$ cat src/rtl/nsdp_sat_counter.sv
// Up-counter that sticks at its all-ones value instead of wrapping.
// The clear input has priority over inc.
module nsdp_sat_counter #(
    parameter int WIDTH = 32
) (
    input  logic             clk,
    input  logic             reset,
    input  logic             clear,
    input  logic             inc,
    output logic [WIDTH-1:0] value
);

    logic [WIDTH-1:0] value_q;
    logic [WIDTH-1:0] value_d;

    // Next count: clear, else increment unless already saturated.
    always_comb begin
        // NOTE: every combinational output is given a default first so no
        // path through the block leaves it unassigned (which would infer a latch).
        value_d = value_q;
        if (clear) begin
            value_d = '0;
        end else if (inc && (value_q != {WIDTH{1'b1}})) begin
            value_d = value_q + WIDTH'(1);
        end
    end

    // Count register with synchronous reset.
    always_ff @(posedge clk) begin
        // NOTE: state is written with non-blocking assignments so every flop
        // samples its input from before the edge, independent of statement order.
        if (reset) begin
            value_q <= '0;
        end else begin
            value_q <= value_d;
        end
    end

    assign value = value_q;

endmodule : nsdp_sat_counter

$ cat config.mk
export PLATFORM = sky130hd
export DESIGN_NAME = nsdp_sat_counter
export DESIGN_NICKNAME = d
export VERILOG_FILES = /design/src/rtl/nsdp_sat_counter.sv
export SDC_FILE = /design/constraint.sdc
export NUM_CORES = 1
export LEC_CHECK = 0
export CAP_MARGIN = 20
export CORE_MARGIN = 5
export CORE_UTILIZATION = 45
export DETAILED_ROUTE_END_ITERATION = 10
export PLACE_DENSITY = 0.72
export SLEW_MARGIN = 10
export SYNTH_ARGS = -nofsm -noshare
export SYNTH_HDL_FRONTEND = slang
export SYNTH_SLANG_ARGS = --single-unit
$ cat constraint.sdc
create_clock -name clk -period 4.9 [get_ports clk]
set_clock_uncertainty 0.2 [all_clocks]
set_input_delay 0.98 -clock clk [delete_from_list [all_inputs] [get_ports clk]]
set_output_delay 0.98 -clock clk [all_outputs]
set_load 0.1 [all_outputs]
==> Word-level counts from Yosys, hierarchy flattened <==
Index checks and enable logic that the tools add are counted.
{ "totals": {"in_bits": 4, "elab_cells": 5, "regBits": 32} }
{ "classes": {"eq_ne": 1, "n_reduce_logical": 2, "addsub": 1} }
{ "ops": {"columns": ["cell", "count"], "rows": [
  ["$add 32x1->32 const B", 1],
  ["$ne 32x32->1 const B", 1],
  ["$reduce_or 2->1", 1],
  ["$logic_and 1x1->1", 1]
]} }

==> Depth between registers and ports, before layout <==
Gate-level depths: netlist of the first run.
{ "logic_depth": {"ltp_word": 2, "depth_mapped": 8, "mapped_depth_nobuf": 6} }

==> Worst setup path before layout of the first run <==
OpenSTA, ideal clock, no wires.
{ "synth_timing": {"path_type": "register to register", "start": "reg value_q[16] (netlist: value[16])", "end": "reg value_q[26] (netlist: value[26])", "n_path_buf": 0, "path_slack_ns": 1.795, "setup_time_ns": 0.070, "required_time_ns": 4.630, "arrival_ns": 2.834, "stages_incl_launch_ff": 6, "cell_sequence": "dfxtp_1 > nand4_1 > or3_4 > or4_4 > or3_1 > a21oi_1"} }
{ "synth_between": {"elab_chain_len": 2, "word_cells_on_any_way": 3, "cone_classes": "add/sub (1); eq/ne (1); reduce/logical (1)"} }
{ "synth_lines": {"columns": ["item", "line_no", "text"], "rows": [
  ["start: declaration", "13", "logic [WIDTH-1:0] value_q;"],
  ["start signal: assignment", "35", "value_q <= value_d;"],
  ["branches (longest 2 deep; another with $add 32x1->32)", null, null]
]} }
Parallel ways; which one is timed is not known.
A chain may end at the register's enable or synchronous reset.

==> Worst setup path after layout of the first run <==
{ "layout_timing": {"start": "reg value_q[8] (netlist: value[8])", "end": "out value[8]"} }
{ "layout_rtl": {"columns": ["item", "line_no", "text"], "rows": [
  ["end: declaration", "10", "output logic [WIDTH-1:0] value"]
]} }
No word-level cell between the ends.

==> qor.yml, run 1 <==
rsz0062_at_grt: "no"
post_drt_via_cell_ratio: 5.88
outcome: "completed"
postCtsResizedCells: 0
die_h_um: 70.0
finalMaxSlewViolations: 0
cts-root-buf: "clkbuf_4"
synth.most_common_cell: "dfxtp_1"
synth_area_um2: 1620
start_kind: "flip-flop"
antenna_found_initial: 0
start_util_pct: 47.4
grt_max_degree: 31
design_area_um2: 2060
cp.buffers_inverters: 1
grt-ovfl-total: 0
postCtsSetupRepairBufs: 0
required_ps: 3720
crit_chain: "clkdlybuf4s50_1"
hold_viol: 0
critPathMaxFanout: 10
gp_congestion: 0.896
dr.pass1.iters: 4
area_delta_synth_final_pct: 27.2
crit_family: "buffers and inverters"
grt_first_pass_wirelength_um: 7080
fmax_ghz: 0.304
ir_drop_mv: 0.128
antenna_cells: 0
drtIter0Drc: 124
die_w_um: 70.0
yosysSeqAreaShare_pct: 39.5
grtUsageTotal_pct: 17.7
tightest_slew_ps: 979
numCtsBuffers: 5
syn_nets: 203
hpwl_um: 2950
via_count: 1640
cp.arrival_ps: 2110
htree_levels: 2
ys_ff_latch: 32
final.min_clock_period_ps: 3290
largest_reg_flops: 32
totalWireLength_um: 4150
drc: 0
max_stage_delay_ps: 1210
final.setup.tns_ps: 0
synth.avg_cell_area_um2: 8.18
clk_path_buf_depth: 2
yosysTopAreaCell: "dfxtp_1"
postRouteAntennaNets: 0
critPathKind: "reg2out"
worstSetupEndpointType: "output port"
layout.nets: 237
drv_cap: 0
grt_pass1_vias: 1546
synth_warnings: 0
yosys-top-cells-count: "dfxtp_1, nand2_1, nor2_1, a21oi_1, or3_1"
design.die.area_um2: 4900
cts.sink_count: 32
drt-met1-wl_um: 1900
ioPinCount: 36
fin_crit_sh_pct: 67.1
clkTransAtPathRegs_ps: 100
power_density_nw_per_um2: 214
setup_viol: 0
synthTopCellsByArea: "dfxtp_1, or3_1, a21oi_1"
portBuffers: 35
synth-main-ff-cell: "dfxtp_1"
wl_met3_um: 271
fp.coreArea_um2: 3420
layout-drive-gt1-share_pct: 6.01
highest_layer: "met4"
synth_top_area_share_pct: 39.5
slowest_stage: "clkdlybuf4s50_1"
hold_buffers: 0
post_dp_cell_area_um2: 1990
rows: 21
wl_met2_um: 1910
async_reset_ff_share_pct: 0
cts_tree: "done"
synth-edff-count: 0
syn_inst: 198
yosysUniqueCellTypes: 37
clk_latency_ps: 350
slew_headroom_pct: 34.5
min_path_type: "reg2reg"
leakagePower_nw: 0.614
avgRoutedWirePerCell_um: 14.9
## path summary, 6_finish.rpt
check | slack [ps] | to | cells after the start | from
setup reg to reg | 2010 | value[13]$_SDFFE_PP0P_ | 6 | value[8]$_SDFFE_PP0P_
hold / removal | 320 | value[27]$_SDFFE_PP0P_ | 2 | value[27]$_SDFFE_PP0P_
setup / recovery | 1610 | value[8] | 1 | value[8]$_SDFFE_PP0P_
hold reg to reg | 320 | value[27]$_SDFFE_PP0P_ | 2 | value[27]$_SDFFE_PP0P_
## where the power goes
group,switching [mW],internal (mW),total (mW)
sequential,0.000937,0.260,0.261
combinational,0.0132,0.00483,0.0180
clock,0.0914,0.0707,0.162
## placed cells by master (no fill, tap or decap), drive strengths merged
cell / n
a211oi: 2
a21oi: 15
a31oi: 4
a41o: 3
and3: 2
and4: 1
buf: 1
clkbuf: 8
clkdlybuf4s50: 35
dfxtp: 32
ha: 1
inv: 4
nand2: 18
nand3: 12
nand4: 10
nor2: 16
nor3: 4
nor4: 4
o2111ai: 1
o211ai: 3
o21a: 1
o21ai: 16
o311a: 1
o311ai: 3
o31a: 1
o31ai: 3
o41ai: 1
or2: 1
or3: 16
or4: 6
or4b: 1
xnor2: 5
xor2: 2
## metal layers
layer | vias to the layer above | track usage [%]
met1 | 752 | 22.0
met4 | 0 | 9.57
met3 | 11 | 4.45
li1 | 826 | -
met5 | - | 0
met2 | 51 | 28.0
## final cells by class
class                           instances  area [um2]
Fill cell                             323        1360
Multi-Input combinational cell        153         933
Sequential cell                        32         641
Timing Repair Buffer                   36         355
Clock buffer                            8        58.8
Tap cell                               46        57.6
Inverter                                4        15.0
## stage by stage
stage / setup slack [ps] / utilization, % / instances / hold slack [ps] / total power [mW]
2_1_floorplan: 1800 / - / 198 / 724 / 0.279
3_3_place_gp: 1610 / 58.2 / 270 / 287 / 0.285
3_5_place_dp: 1560 / 58.4 / 271 / 304 / 0.285
4_1_cts: 1620 / 60.1 / 279 / 319 / 0.445
5_1_grt: 1570 / 60.3 / 279 / 364 / 0.460
6_report: 1610 / 60.3 / 279 / 317 / 0.441
## cell families after synthesis
family | after synthesis | synth area share [%]
compound gates | 54 | 21.4
xor+xnor | 7 | 3.78
fa+ha+maj | 1 | 0.772
buf+inv | 13 | 3.32
flops | 32 | 39.5
simple gates | 91 | 31.2
Note: power is estimated with default switching activity, not from simulation.
==> inputs of run 2 (changes only) <==
--- a/config.mk
+++ b/config.mk
@@ -9,7 +9,7 @@
 export CORE_MARGIN = 5
 export CORE_UTILIZATION = 45
 export DETAILED_ROUTE_END_ITERATION = 10
-export PLACE_DENSITY = 0.72
+export PLACE_DENSITY = 0.75
 export SLEW_MARGIN = 10
 export SYNTH_ARGS = -nofsm -noshare
 export SYNTH_HDL_FRONTEND = slang
==> constraint.sdc (replaced) <==
create_clock -name clk -period 2.7 [get_ports clk]
set_clock_uncertainty 0.2 [all_clocks]
set_input_delay 0.54 -clock clk [delete_from_list [all_inputs] [get_ports clk]]
set_output_delay 0.54 -clock clk [all_outputs]
set_load 0.1 [all_outputs]
==> qor.yml, run 2 (same netlist as run 1, synthesis figures left out) <==
fin_hold_ws_ps: 289  # -27.5 ps
final_common_cell: "buf_4"
postRouteAntennaNets: 0  # unchanged
postCtsSetupRepairBufs: 0  # unchanged
antenna_found_initial: 0  # unchanged
slew_headroom_pct: 62.1  # +28 points
finalMaxSlewViolations: 0  # unchanged
htree_levels: 2  # unchanged
dr.pass1.iters: 4  # unchanged
drt-met1-wl_um: 1830  # -3.7%
start_util_pct: 47.4  # unchanged
die_h_um: 70.0  # unchanged
cts_tree: "done"
highest_layer: "met4"
cts.sink_count: 32  # unchanged
critPathMaxFanout: 5  # -5
min_path_type: "reg2reg"
portBuffers: 35  # unchanged
final_cell_mix: "buf_4, dfxtp_2, nand2_1"
drc: 0  # unchanged
final.setup.tns_ps: 0  # unchanged
ir_drop_mv: 0.242  # +89%
largest_reg_flops: 32  # unchanged
required_ps: 2770  # -950 ps
start_kind: "flip-flop"
via_count: 1717  # +4.7%
power_density_nw_per_um2: 366  # +71%
clkTransAtPathRegs_ps: 100  # about the same
fmax_ghz: 0.416
cp.arrival_ps: 2480  # +370 ps
grt_pass1_vias: 1598  # +3.4%
layout-drive-gt1-share_pct: 35.9  # +30 points
final.min_clock_period_ps: 2410
drv_cap: 0  # unchanged
cts-root-buf: "clkbuf_4"
rsz0062_at_grt: "no"
postCtsResizedCells: 0  # unchanged
grtUsageTotal_pct: 18.4  # +0.66 points
hold_buffers: 0  # unchanged
ioPinCount: 36  # unchanged
gp_congestion: 0.825  # -8.0%
leakagePower_nw: 0.748  # +22%
die_w_um: 70.0  # unchanged
wl_met3_um: 281  # +3.7%
grt_max_degree: 14  # -55%
clk_latency_ps: 340  # about the same
setup_viol: 0  # unchanged
fp.coreArea_um2: 3420  # unchanged
grt-ovfl-total: 0  # unchanged
totalWireLength_um: 4320  # +4.1%
wl_met2_um: 2170  # +13%
rows: 21  # unchanged
fin_crit_sh_pct: 89.1
drtIter0Drc: 75  # -40%
design.die.area_um2: 4900  # unchanged
avgRoutedWirePerCell_um: 14.8  # -0.20%
clk_path_buf_depth: 2  # unchanged
outcome: "completed"
area_delta_synth_final_pct: 30.1
antenna_cells: 0  # unchanged
hold_viol: 0  # unchanged
tightest_slew_ps: 563  # -416 ps
post_drt_via_cell_ratio: 5.90  # +0.38%
layout.nets: 249  # +5.1%
critPathKind: "reg2reg"
numCtsBuffers: 5  # unchanged
hpwl_um: 3270  # +11%
grt_first_pass_wirelength_um: 7430  # +5.0%
worstSetupEndpointType: "flip-flop"
==> run 2: cell count changes in the layout (fill, tap and decap cells not counted), sizes merged <==
cell,before,now
clkdlybuf4s50,35,3
clkinv,0,1
buf,1,45
clkbuf,8,7
==> run 2: layout make-up <==
type	instances	area, um2
Fill cell	325	1310
Multi-Input combinational cell	153	926
Sequential cell	32	693
Timing Repair Buffer	48	368
Tap cell	46	57.6
Clock buffer	7	45.0
Inverter	4	15.0
Clock inverter	1	3.75
==> run 2: through the flow <==
| stage | cell area [um2] | setup WS (ps) | util, % | power [mW] | std cells |
|---|---|---|---|---|---|
| final | 2110 | 294 | 61.7 | 0.771 | 291 |
| after global routing | 2110 | 212 | 61.7 | 0.802 | 291 |
| after CTS | 2110 | 304 | 61.7 | 0.776 | 291 |
| after detailed placement | 2060 | -22.8 | 60.3 | 0.518 | 283 |
| after global placement | 2060 | 0.507 | 60.3 | 0.518 | 283 |
| after floorplan | 1670 | 2.41 | - | 0.502 | 198 |
==> run 2: power by group <==
| group | internal, mW | total [mW] | switching, mW |
|---|---|---|---|
| clock | 0.100 | 0.263 | 0.163 |
| sequential | 0.468 | 0.470 | 0.00173 |
| combinational | 0.0126 | 0.0378 | 0.0251 |
==> run 2: metal layers <==
metal,global-route usage [%],vias to the layer above
met3,4.59,5
met5,0,-
met2,30.2,51
met4,7.45,0
li1,-,848
met1,22.9,813
==> run 2: final timing paths <==
check,start,to,slack (ps),cells past startpoint
hold / removal,value[7]$_SDFFE_PP0P_,value[7]$_SDFFE_PP0P_,290,1
setup reg to reg,value[0]$_SDFFE_PP0P_,value[30]$_SDFFE_PP0P_,290,6
setup / recovery,value[0]$_SDFFE_PP0P_,value[30]$_SDFFE_PP0P_,290,6
hold reg to reg,value[7]$_SDFFE_PP0P_,value[7]$_SDFFE_PP0P_,290,1
==> run 2: critical path: stages (launching register included) <==
cell,delay (ps)
dfxtp_4,390
ha_1,200
nand2_1,150
or4_4,510
or4_4,430
or3_1,330
a21oi_1,140
==> inputs of run 3 (changes only) <==
--- a/config.mk
+++ b/config.mk
@@ -9,6 +9,7 @@
 export CORE_MARGIN = 5
 export CORE_UTILIZATION = 45
 export DETAILED_ROUTE_END_ITERATION = 10
+export HOLD_SLACK_MARGIN = 0.08
 export PLACE_DENSITY = 0.75
 export SLEW_MARGIN = 10
 export SYNTH_ARGS = -nofsm -noshare
==> results of run 3 <==
No change in the layout: final DEF, timing and power equal those of run 2.
